$ cat config.mk
export PLATFORM = sky130hd
export DESIGN_NAME = multicycle_controller
export DESIGN_NICKNAME = d
export VERILOG_FILES = /design/src/rtl/multicycle_controller.sv
export SDC_FILE = /design/constraint.sdc
export NUM_CORES = 1
export LEC_CHECK = 0
export ABC_CLOCK_PERIOD_IN_PS = 2170
export BUFFER_PORTS_ARGS = -buffer_cell sky130_fd_sc_hd__buf_2
export CAP_MARGIN = 15
export CELL_PAD_IN_SITES_DETAIL_PLACEMENT = 2
export CELL_PAD_IN_SITES_GLOBAL_PLACEMENT = 2
export CORE_MARGIN = 10
export CORE_UTILIZATION = 26
export DETAILED_ROUTE_END_ITERATION = 16
export GPL_TIMING_DRIVEN = 0
export PLACE_DENSITY_LB_ADDON = 0.1
export REMOVE_ABC_BUFFERS = 1
export SKIP_CTS_REPAIR_TIMING = 1
export SYNTH_ARGS = -nofsm -noshare
export SYNTH_HDL_FRONTEND = slang
export SYNTH_SLANG_ARGS = --single-unit
$ cat constraint.sdc
create_clock -name clk -period 2.17 [get_ports clk]
set_clock_uncertainty 0.1 [all_clocks]
set_input_delay 0.3255 -clock clk [delete_from_list [all_inputs] [get_ports clk]]
set_output_delay 0.3255 -clock clk [all_outputs]
set_load 0.01 [all_outputs]
$ cat src/rtl/multicycle_controller.sv
// rtl/multicycle_controller.sv - multi-cycle RV32I control FSM with memory handshake
module multicycle_controller (
  input  logic       clk,
  input  logic       rst_n,
  input  logic [6:0] opcode,
  input  logic [2:0] funct3,
  input  logic       Zero,
  input  logic       Carry,
  input  logic       mem_ready,
  output logic       PC_write,
  output logic       IR_write,
  output logic       Adr_src,
  output logic       mem_req,
  output logic       Mem_Write,
  output logic       Reg_Write,
  output logic [1:0] ALU_srcA,
  output logic [1:0] ALU_srcB,
  output logic [1:0] ALU_op,
  output logic [1:0] Result_src,
  output logic [2:0] Imm_src,
  output logic       illegal,
  output logic [3:0] state
);

  typedef enum logic [3:0] {
    S_FETCH    = 4'd0,
    S_DECODE   = 4'd1,
    S_MEMADR   = 4'd2,
    S_MEMREAD  = 4'd3,
    S_MEMWB    = 4'd4,
    S_MEMWRITE = 4'd5,
    S_EXEC_R   = 4'd6,
    S_EXEC_I   = 4'd7,
    S_ALUWB    = 4'd8,
    S_BRANCH   = 4'd9,
    S_JAL      = 4'd10,
    S_JALR     = 4'd11,
    S_LUI      = 4'd12,
    S_AUIPC    = 4'd13,
    S_LINK     = 4'd14,
    S_TRAP     = 4'd15
  } state_t;

  localparam logic [6:0] OP_LOAD   = 7'b0000011;
  localparam logic [6:0] OP_STORE  = 7'b0100011;
  localparam logic [6:0] OP_R      = 7'b0110011;
  localparam logic [6:0] OP_IMM    = 7'b0010011;
  localparam logic [6:0] OP_BRANCH = 7'b1100011;
  localparam logic [6:0] OP_JAL    = 7'b1101111;
  localparam logic [6:0] OP_JALR   = 7'b1100111;
  localparam logic [6:0] OP_LUI    = 7'b0110111;
  localparam logic [6:0] OP_AUIPC  = 7'b0010111;

  state_t state_q;
  state_t state_d;
  logic   taken;

  // funct3[1] does not distinguish the supported branch conditions
  logic unused_funct3_b1;
  assign unused_funct3_b1 = funct3[1];

  assign state = state_q;

  // State register; reset abandons any access and returns to FETCH at once
  always_ff @(posedge clk or negedge rst_n) begin
    if (!rst_n) begin
      state_q <= S_FETCH;
    end else begin
      state_q <= state_d;
    end
  end

  // Next-state and control decode; everything is masked to 0 while reset is held
  always_comb begin
    state_d    = state_q;
    PC_write   = 1'b0;
    IR_write   = 1'b0;
    Adr_src    = 1'b0;
    mem_req    = 1'b0;
    Mem_Write  = 1'b0;
    Reg_Write  = 1'b0;
    ALU_srcA   = 2'b00;
    ALU_srcB   = 2'b00;
    ALU_op     = 2'b00;
    Result_src = 2'b00;
    Imm_src    = 3'b000;
    illegal    = 1'b0;

    case ({funct3[2], funct3[0]})
      2'b00:   taken = Zero;
      2'b01:   taken = ~Zero;
      2'b10:   taken = Carry;
      default: taken = ~Carry;
    endcase

    case (opcode)
      OP_STORE:        Imm_src = 3'b001;
      OP_BRANCH:       Imm_src = 3'b010;
      OP_JAL:          Imm_src = 3'b011;
      OP_LUI, OP_AUIPC: Imm_src = 3'b100;
      default:         Imm_src = 3'b000;
    endcase

    case (state_q)
      S_FETCH: begin
        mem_req    = 1'b1;
        ALU_srcB   = 2'b10;
        Result_src = 2'b10;
        if (mem_ready) begin
          IR_write = 1'b1;
          PC_write = 1'b1;
          state_d  = S_DECODE;
        end
      end
      S_DECODE: begin
        ALU_srcA = 2'b01;
        ALU_srcB = 2'b01;
        case (opcode)
          OP_LOAD, OP_STORE: state_d = S_MEMADR;
          OP_R:              state_d = S_EXEC_R;
          OP_IMM:            state_d = S_EXEC_I;
          OP_BRANCH:         state_d = S_BRANCH;
          OP_JAL:            state_d = S_JAL;
          OP_JALR:           state_d = S_JALR;
          OP_LUI:            state_d = S_LUI;
          OP_AUIPC:          state_d = S_AUIPC;
          default:           state_d = S_TRAP;
        endcase
      end
      S_MEMADR: begin
        ALU_srcA = 2'b10;
        ALU_srcB = 2'b01;
        // only loads and stores reach here; opcode bit 5 separates them
        state_d  = opcode[5] ? S_MEMWRITE : S_MEMREAD;
      end
      S_MEMREAD: begin
        mem_req = 1'b1;
        Adr_src = 1'b1;
        if (mem_ready) state_d = S_MEMWB;
      end
      S_MEMWB: begin
        Result_src = 2'b01;
        Reg_Write  = 1'b1;
        state_d    = S_FETCH;
      end
      S_MEMWRITE: begin
        mem_req   = 1'b1;
        Mem_Write = 1'b1;
        Adr_src   = 1'b1;
        if (mem_ready) state_d = S_FETCH;
      end
      S_EXEC_R: begin
        ALU_srcA = 2'b10;
        ALU_op   = 2'b10;
        state_d  = S_ALUWB;
      end
      S_EXEC_I: begin
        ALU_srcA = 2'b10;
        ALU_srcB = 2'b01;
        ALU_op   = 2'b10;
        state_d  = S_ALUWB;
      end
      S_ALUWB: begin
        Reg_Write = 1'b1;
        state_d   = S_FETCH;
      end
      S_BRANCH: begin
        ALU_srcA = 2'b10;
        ALU_op   = 2'b01;
        PC_write = taken;
        state_d  = S_FETCH;
      end
      S_JAL: begin
        PC_write = 1'b1;
        ALU_srcA = 2'b01;
        ALU_srcB = 2'b10;
        state_d  = S_ALUWB;
      end
      S_JALR: begin
        ALU_srcA   = 2'b10;
        ALU_srcB   = 2'b01;
        Result_src = 2'b10;
        PC_write   = 1'b1;
        state_d    = S_LINK;
      end
      S_LINK: begin
        ALU_srcA = 2'b01;
        ALU_srcB = 2'b10;
        state_d  = S_ALUWB;
      end
      S_LUI: begin
        Result_src = 2'b11;
        Reg_Write  = 1'b1;
        state_d    = S_FETCH;
      end
      S_AUIPC: begin
        ALU_srcA = 2'b01;
        ALU_srcB = 2'b01;
        state_d  = S_ALUWB;
      end
      S_TRAP: begin
        illegal = 1'b1;
        state_d = S_TRAP;
      end
      default: state_d = S_FETCH;
    endcase

    if (!rst_n) begin
      PC_write   = 1'b0;
      IR_write   = 1'b0;
      Adr_src    = 1'b0;
      mem_req    = 1'b0;
      Mem_Write  = 1'b0;
      Reg_Write  = 1'b0;
      ALU_srcA   = 2'b00;
      ALU_srcB   = 2'b00;
      ALU_op     = 2'b00;
      Result_src = 2'b00;
      Imm_src    = 3'b000;
      illegal    = 1'b0;
    end
  end

endmodule
[Yosys cells after proc, flatten, opt, wreduce, memory -nomap -nowiden]
Cells that the tools add are included.
Cells by class
  reduce and logical (&&, ||, !) cells: 17
  bitwise operators: 2
  multiplexer cells: 32
  equal/unequal tests: 29
Operator list (number)
  4-bit one-hot mux with 9 select lines: 1
  4-bit equality test, second input constant: 8
  4-bit one-hot mux with 8 select lines: 1
  7-bit by 6-bit equality test with 1-bit output, second input constant: 3
  7-bit equality test, second input constant: 3
  4-bit by 3-bit equality test with 1-bit output, second input constant: 4
  5-bit OR reduction: 3
  7-bit by 5-bit equality test with 1-bit output, second input constant: 2
  1-bit two-way mux: 14
  4-bit two-way mux: 3
  2-bit one-hot mux with 2 select lines: 3
  3-bit one-hot mux with 4 select lines: 1
  2-bit OR reduction: 6
  3-bit OR reduction: 3
  4-bit by 2-bit equality test with 1-bit output, second input constant: 2
  2-bit two-way mux: 4
  4-bit OR reduction: 2
  7-bit by 2-bit equality test with 1-bit output, second input constant: 1
  3-bit two-way mux: 2
  2-bit != test, second input constant: 3
  1-bit one-hot mux with 3 select lines: 2
  2-bit one-hot mux with 3 select lines: 1
  4-bit by 1-bit equality test with 1-bit output, second input constant: 1
  4-bit logical NOT: 1
  5 further kinds: 6
Storage, ports and cells
  output and inout bits: 22
  register bits after elaboration: 4

[Logic depth before layout (Yosys ltp)]
Gate-level depths: netlist (run 1).
  depth after elaboration: 4
  mapped depth: 7
  gate-level depth less buffers: 5

[Worst setup path after synthesis (run 1)]
Ideal clock, no wire load.
  path type: register -> output
  start point: register state_q[0], in the netlist state[0]
  end point: output PC_write
  arrival time: 1307 ps
  path buffers: 1
  slack: 438 ps
  stages on the path, launching flop included: 7
  data required time: 1745 ps
  path through: dfrtp_1 buf_4 nor2_1 nand2_1 o21ai_1 a31oi_1 nor3b_1
Between the ends
  word-level cells in the longest chain between the ends: 4
  elaborated cells between the ends (all ways): 7
RTL lines
  start, declared: line 54  | state_t state_q;
  start signal, assigned: line 69  | state_q <= state_d;
  4-bit equality test: line 104  | case (state_q)
  2-bit OR reduction (no line)
  1-bit one-hot mux with 3 select lines *: line 104
  1-bit two-way mux *: line 208  | if (!rst_n) begin
  end, declared: line 10  | output logic PC_write,
Every way passes the cells marked *; elsewhere a longest branch is shown, timed or not.

[Worst setup path after layout (run 1)]
  start point: register state_q[2], in the netlist state[2]
  end point: output ALU_srcB[0]
Between the ends
  word-level cells in the longest chain between the ends: 4
  elaborated cells between the ends (all ways): 12
RTL lines
  4-bit by 1-bit equality test with 1-bit output, or another cell as far along: line 104
  5-bit OR reduction (no line) / 3-bit OR reduction (equally long branches)
  2-bit one-hot mux with 2 select lines *: line 104
  2-bit two-way mux *: line 208
  end, declared: line 17  | output logic [1:0] ALU_srcB,
Marked as above.

==> results of run 1 <==
[metrics by stage]
stage / util (%) / hold slack, ns / instance area (sq um)
2_1_floorplan: - / -0.0701 / 708
3_3_place_gp: 30.8 / 0.124 / 925
3_5_place_dp: 30.8 / 0.132 / 925
4_1_cts: 31.5 / -0.128 / 947
5_1_grt: 32.8 / 0.356 / 985
6_report: 32.8 / 0.351 / 985
[worst register-to-register path: cells and delay by family (launching register included)]
family             cells  cell delay (ns)
and+or+nand+nor        1             0.27
AOI/OAI and AO/OA      4             0.57
DFF                    1             0.57
[logic make-up after synthesis]
group,after synthesis
buf+inv,13
flops,4
xor+xnor,5
simple gates,58
mux,1
compound gates,28
[area by class of cell]
class / instances / area (sq um) / area share (%)
Clock buffer: 3 / 22.5 / 2.29
Inverter: 3 / 11.3 / 1.14
Multi-Input combinational cell: 92 / 614 / 62.4
Sequential cell: 4 / 110 / 11.2
Tap cell: 33 / 41.3 / 4.19
Timing Repair Buffer: 36 / 185 / 18.8
[power by group through the flow]
stage                     registers [mW]  logic (mW)  clock network [mW]
final                              0.321       0.766              0.0967
after global routing               0.343       0.856               0.108
after CTS                          0.292       0.763               0.100
after detailed placement           0.291       0.759                   0
after global placement             0.288       0.738                   0
after floorplan                    0.249       0.506                   0
[Yosys cell counts, drive strengths merged (2+ instances only)]
cell type / number
and3: 7
a21oi: 3
a32oi: 2
o31ai: 2
or3: 2
nor2b: 8
clkbuf: 4
a22o: 2
nor3: 3
dfrtp: 4
buf: 6
inv: 3
xnor2: 3
a22oi: 3
nor2: 12
o21ai: 6
nand2b: 3
xor2: 2
nand2: 11
nand3: 3
a31oi: 2
[worst min path at each step]
stage               from  depth (start not counted)       end  slack (ns)
2_1_floorplan      rst_n                          0  state[0]       -0.07
3_3_place_gp       rst_n                          1  state[1]        0.12
3_5_place_dp       rst_n                          1  state[1]        0.13
4_1_cts            rst_n                          1  state[1]       -0.13
5_1_grt        opcode[5]                          3  state[2]        0.36
6_report       opcode[5]                          3  state[2]        0.35
[per-layer routing]
| layer | vias up | GRT usage (%) |
|---|---|---|
| li1 | 449 | - |
| met3 | 4 | 3.13 |
| met4 | 0 | 4.33 |
| met2 | 25 | 20.2 |
| met1 | 459 | 11.9 |
| met5 | - | 0 |
==> impl_summary.txt, run 1 <==
----------------------------------------------------
[Timing]
  RSZ-0062 raised after global routing ... no
  Number of endpoints failing setup at the final stage ... 0
  Max Freq ... 0.484 GHz
  Setup total negative slack ... 0 ns
  Pins over their slew limit ... 0
  Fraction of the cycle the final worst path needs ... 95.3%
  Final count of hold timing violations ... 0
  Relative max-transition margin ... 73.0%
  Actual slew at the worst max-slew pin ... 0.405 ns
  Final WS setup ... 0.102 ns
  Final min period ... 2.07 ns

[Placed design]
  Pre-CTS setup slack ... 0.0551 ns
  Cell count after placement ... 167
  Routability congestion estimate from global placement ... 0.817
  Post-detail-place hpwl ... 2230 um
  Count of input and output buffers ... 35

[Power]
  Clock network power share ... 8.2%
  PwrDens ... 1200 nW/um^2
  Comb pwr share ... 64.7%
  Switching power share of the total ... 53.7%
  Seq pwr share ... 27.1%
  Peak supply drop ... 0.000370 V
  Internal power summed over all cells ... 548 uW
  Final Power ... 1.18 mW
  LEAKAGE ... 0.476 nW
  Switching power total ... 636 uW

[Layout]
  ANT cells ... 0
  Fin cells ... 171
  Max reg flops ... 4
  Fillers ... 378
  Most common cell after layout, fill and taps aside ... buf_2
  Area growth from synthesis to layout ... 22.8%
  Commonest non-fill, non-tap cells in the layout ... buf_2 (35), nand2_1 (11), nor2_1 (9)
  Layout cells sized above 1 ... 40.6%
  NumNets Final ... 155

[Outcome]
  Result of the run ... complete, no violations

[Synthesis]
  Post-Synthesis Cells ... 109
  Area fraction in and, or, nand and nor cells after synthesis ... 42.7%
  Largest family of logic cells by synthesized area ... simple AND/OR/NAND/NOR gates
  Syn. warnings ... 0
  Fraction of the mapped netlist area in adder cells ... 0%
  Biggest area contributors in the synthesized netlist ... dfrtp_1 (12%), nor2b_1 (6.2%), buf_6 (5.6%)
  Number of enable flip-flop cells after synthesis ... 0
  Fraction of the mapped netlist area in compound gates ... 25.0%
  Post-Synth XOR/XNOR Area ... 5.46%
  Post-synthesis average cell area ... 7.36 sq um
  Flops & latches, synth ... 4
  Sequential share of the synthesized area ... 12.5%
  Most area-hungry cell type in the Yosys netlist ... dfrtp_1
  Top-area cell type share of the netlist area ... 12.5%
  Multiplexer share of the synthesized area ... 1.25%
  Top FF cell, synth ... dfrtp_1
  Share of synthesized registers carrying an async set or reset ... 100%
  Yosys cell types ... 49
  Mapped cell area ... 802 sq um

[Detailed routing]
  Total Wirelength ... 2980 um
  Drt drc ... 0
  First drt pass iteration count ... 4
  Number of DRC violations after detailed-routing iteration 0 ... 32
  Met1 wire length ... 1290 um
  Vias per cell ... 5.48
  DR WL/cell ... 17.4 um
  Post-route antenna net violation count ... 0
  Number of vias after detailed routing ... 937
  DR WL met2 ... 1480 um
  Sum of met3 wire segment lengths after detailed routing ... 162 um
  Top sig layer ... met4

[Setup path]
  Path depth of the worst reg2reg path ... 5
  CP Data Required Time ... 1.74 ns
  CP startpoint kind ... flip-flop
  Cell at the slowest stage of the critical path ... dfrtp_4
  CP delay by family, top ... flip-flops
  Crit path buffers/inverters ... 1
  Element type at the critical path end ... output pin
  Slowest cell delay on critical path ... 0.59 ns
  Class of the most critical setup path ... reg -> out
  Worst flop-to-flop path startpoint ... state[1]
  Critical Path Start ... state[2]
  Endpoint of the worst-slack reg-to-reg timing path ... state[0]
  Arrival time at the worst endpoint ... 1.64 ns
  Critical path endpoint ... ALU_srcB[0]
  Maximum fanout encountered on the critical timing path ... 19
  Cell chain of the critical path ... xnor2_2 -> xor2_1 -> a22oi_1 -> nor2b_1 -> buf_2
  Register-to-register setup slack ... 0.54 ns
  Levels on crit path ... 5

[Floorplan]
  Full die area ... 5710 sq um
  Chip height ... 75.5 um
  Effective utilization at floorplan ... 26.7%
  Standard-cell rows ... 20
  Core Box Area ... 3000 sq um
  Die Span X ... 75.5 um
  Top Ports ... 37

[Clocking]
  Root buffer cell ... clkbuf_4
  Clock insertion delay at the later pin of the skew report ... 0.24 ns
  Total CTS buffers ... 3
  CTS tree ... yes
  Maximum buffer depth of the clock tree ... 2
  CTS H-tree lvls ... 1
  Clock slew at reported path FFs ... 0.04 ns
  Clock Sinks ... 4

[Global route]
  Total track usage ... 11.1%
  Vias in the first global route ... 949
  Residual overflow from global routing ... 0
  Initial antenna violation count ... 0
  First-pass GRT wire length ... 4890 um
  Pin count of the biggest net entering global routing ... 23

[Hold path]
  Type of the worst min-delay path ... in -> reg

[Job]
  Count of maximum capacitance violations ... 0

----------------------------------------------------
(Power assumes the default switching activity.)
==> run 2, diff against run 1 <==
--- a/config.mk
+++ b/config.mk
@@ -15,6 +15,7 @@
 export DETAILED_ROUTE_END_ITERATION = 16
 export GPL_TIMING_DRIVEN = 0
 export PLACE_DENSITY_LB_ADDON = 0.1
+export RECOVER_POWER = 25
 export REMOVE_ABC_BUFFERS = 1
 export SKIP_CTS_REPAIR_TIMING = 1
 export SYNTH_ARGS = -nofsm -noshare
==> impl_summary.txt, run 2 (synthesis results as in run 1) <==
----------------------------------------------------
[Clocking]
  CTS H-tree lvls ... 1
  Clock insertion delay at the later pin of the skew report ... 0.24 ns
  Clock slew at reported path FFs ... 0.04 ns
  Maximum buffer depth of the clock tree ... 2
  Root buffer cell ... clkbuf_4
  Total CTS buffers ... 3
  CTS tree ... yes
  Clock Sinks ... 4

[Global route]
  First-pass GRT wire length ... 4890 um
  Initial antenna violation count ... 0
  Pin count of the biggest net entering global routing ... 23
  Vias in the first global route ... 949
  Residual overflow from global routing ... 0
  Total track usage ... 11.1%

[Timing]
  Min Hold Slack ... 0.351 ns
  Relative max-transition margin ... 65.8%
  Max Freq ... 0.484 GHz
  RSZ-0062 raised after global routing ... no
  Number of endpoints failing setup at the final stage ... 0
  Pins over their slew limit ... 0
  Final count of hold timing violations ... 0
  Actual slew at the worst max-slew pin ... 0.513 ns
  Final min period ... 2.07 ns
  Fraction of the cycle the final worst path needs ... 95.3%

[Floorplan]
  Full die area ... 5710 sq um
  Core Box Area ... 3000 sq um
  Die Span X ... 75.5 um
  Standard-cell rows ... 20
  Chip height ... 75.5 um
  Effective utilization at floorplan ... 26.7%
  Top Ports ... 37

[Setup path]
  Slowest cell delay on critical path ... 0.59 ns
  Arrival time at the worst endpoint ... 1.64 ns
  Maximum fanout encountered on the critical timing path ... 19
  CP Data Required Time ... 1.74 ns
  Cell at the slowest stage of the critical path ... dfrtp_4
  CP startpoint kind ... flip-flop
  Element type at the critical path end ... output pin
  Path depth of the worst reg2reg path ... 5
  Class of the most critical setup path ... reg -> out
  Cell chain of the critical path ... xnor2_2 -> xor2_1 -> a22oi_1 -> nor2b_1 -> buf_2

[Layout]
  Commonest non-fill, non-tap cells in the layout ... buf_2 (34), nand2_1 (11), nor2_1 (9)
  Max reg flops ... 4
  Fillers ... 379
  Layout cells sized above 1 ... 39.9%
  NumNets Final ... 155
  Fin cells ... 171
  Area growth from synthesis to layout ... 22.6%
  ANT cells ... 0
  Most common cell after layout, fill and taps aside ... buf_2
  Final standard cell utilization of the core ... 32.8%

[Power]
  Peak supply drop ... 0.000370 V
  LEAKAGE ... 0.473 nW
  Seq pwr share ... 27.1%
  Switching power total ... 637 uW
  PwrDens ... 1200 nW/um^2
  Clock network power share ... 8.2%
  Internal power summed over all cells ... 547 uW
  Comb pwr share ... 64.7%
  Final Power ... 1.18 mW
  Switching power share of the total ... 53.8%

[Detailed routing]
  Post-route antenna net violation count ... 0
  Number of vias after detailed routing ... 935
  DR WL/cell ... 17.5 um
  Vias per cell ... 5.47
  Drt drc ... 0
  Number of DRC violations after detailed-routing iteration 0 ... 32
  First drt pass iteration count ... 3
  Total Wirelength ... 2990 um

[Placed design]
  Cell count after placement ... 167
  Post-detail-place hpwl ... 2230 um
  Routability congestion estimate from global placement ... 0.817
  Count of input and output buffers ... 35

[Job]
  Count of maximum capacitance violations ... 0

[Outcome]
  Result of the run ... complete, no violations

[Hold path]
  Number of stages on the worst hold path ... 3
  Type of the worst min-delay path ... in -> reg

----------------------------------------------------
-- run 2: cell types whose count changed in the layout (fill, tap and decap cells not counted), sizes merged --
cell / change
buf: -1
clkbuf: +1
-- run 2: cell type report --
type	count	area [sq um]	share of cell area, %
timing repair buffer	36	184	18.7
tap	33	41.3	4.20
clock buffer	3	22.5	2.29
sequential	4	110	11.2
inverter	3	11.3	1.15
multi-input combinational	92	614	62.5
-- run 2: stage by stage --
step                      setup WS, ns  cell area, sq um  TNS (ns)
after CTS                       -0.223               947    -0.950
after detailed placement        0.0551               925         0
final                            0.102               983         0
after floorplan                  0.281               708         0
after global placement          0.0377               925         0
after global routing           0.00718               983         0
-- run 2: final timing paths --
kind,from,end,slack [ns]
min in group asynchronous,rst_n,state[1],0.75
hold reg to reg,state[0],state[2],0.65
max in group asynchronous,rst_n,state[2],1.02
setup reg to reg,state[1],state[0],0.53
setup / recovery,state[2],ALU_srcB[0],0.10
hold / removal,opcode[5],state[2],0.35
-- run 2: per-layer routing --
metal  part of all wire, %  vias to the layer above  track usage [%]  wire length, um
met1                    43                      458             11.9             1290
met5                     0                        -                0                0
met3                   5.4                        4             3.13              162
li1                      -                      448                -                -
met2                    50                       25             20.2             1480
met4                   1.8                        0             4.33               53
-- run 2: power by group through the flow --
| stage | clock (mW) | combinational (mW) | sequential, mW |
|---|---|---|---|
| floorplan | 0 | 0.506 | 0.249 |
| global placement | 0 | 0.738 | 0.288 |
| detailed placement | 0 | 0.759 | 0.291 |
| CTS | 0.100 | 0.763 | 0.292 |
| global route | 0.108 | 0.855 | 0.343 |
| finish | 0.0967 | 0.766 | 0.321 |
-- run 2: critical path: cells and delay by family (launching register included) --
family	cells	cell delay, ns
flip-flops	1	0.59
AND/OR/NAND/NOR	1	0.14
buffers and inverters	1	0.14
XOR/XNOR	2	0.44
AO/OA/AOI/OAI	1	0.09
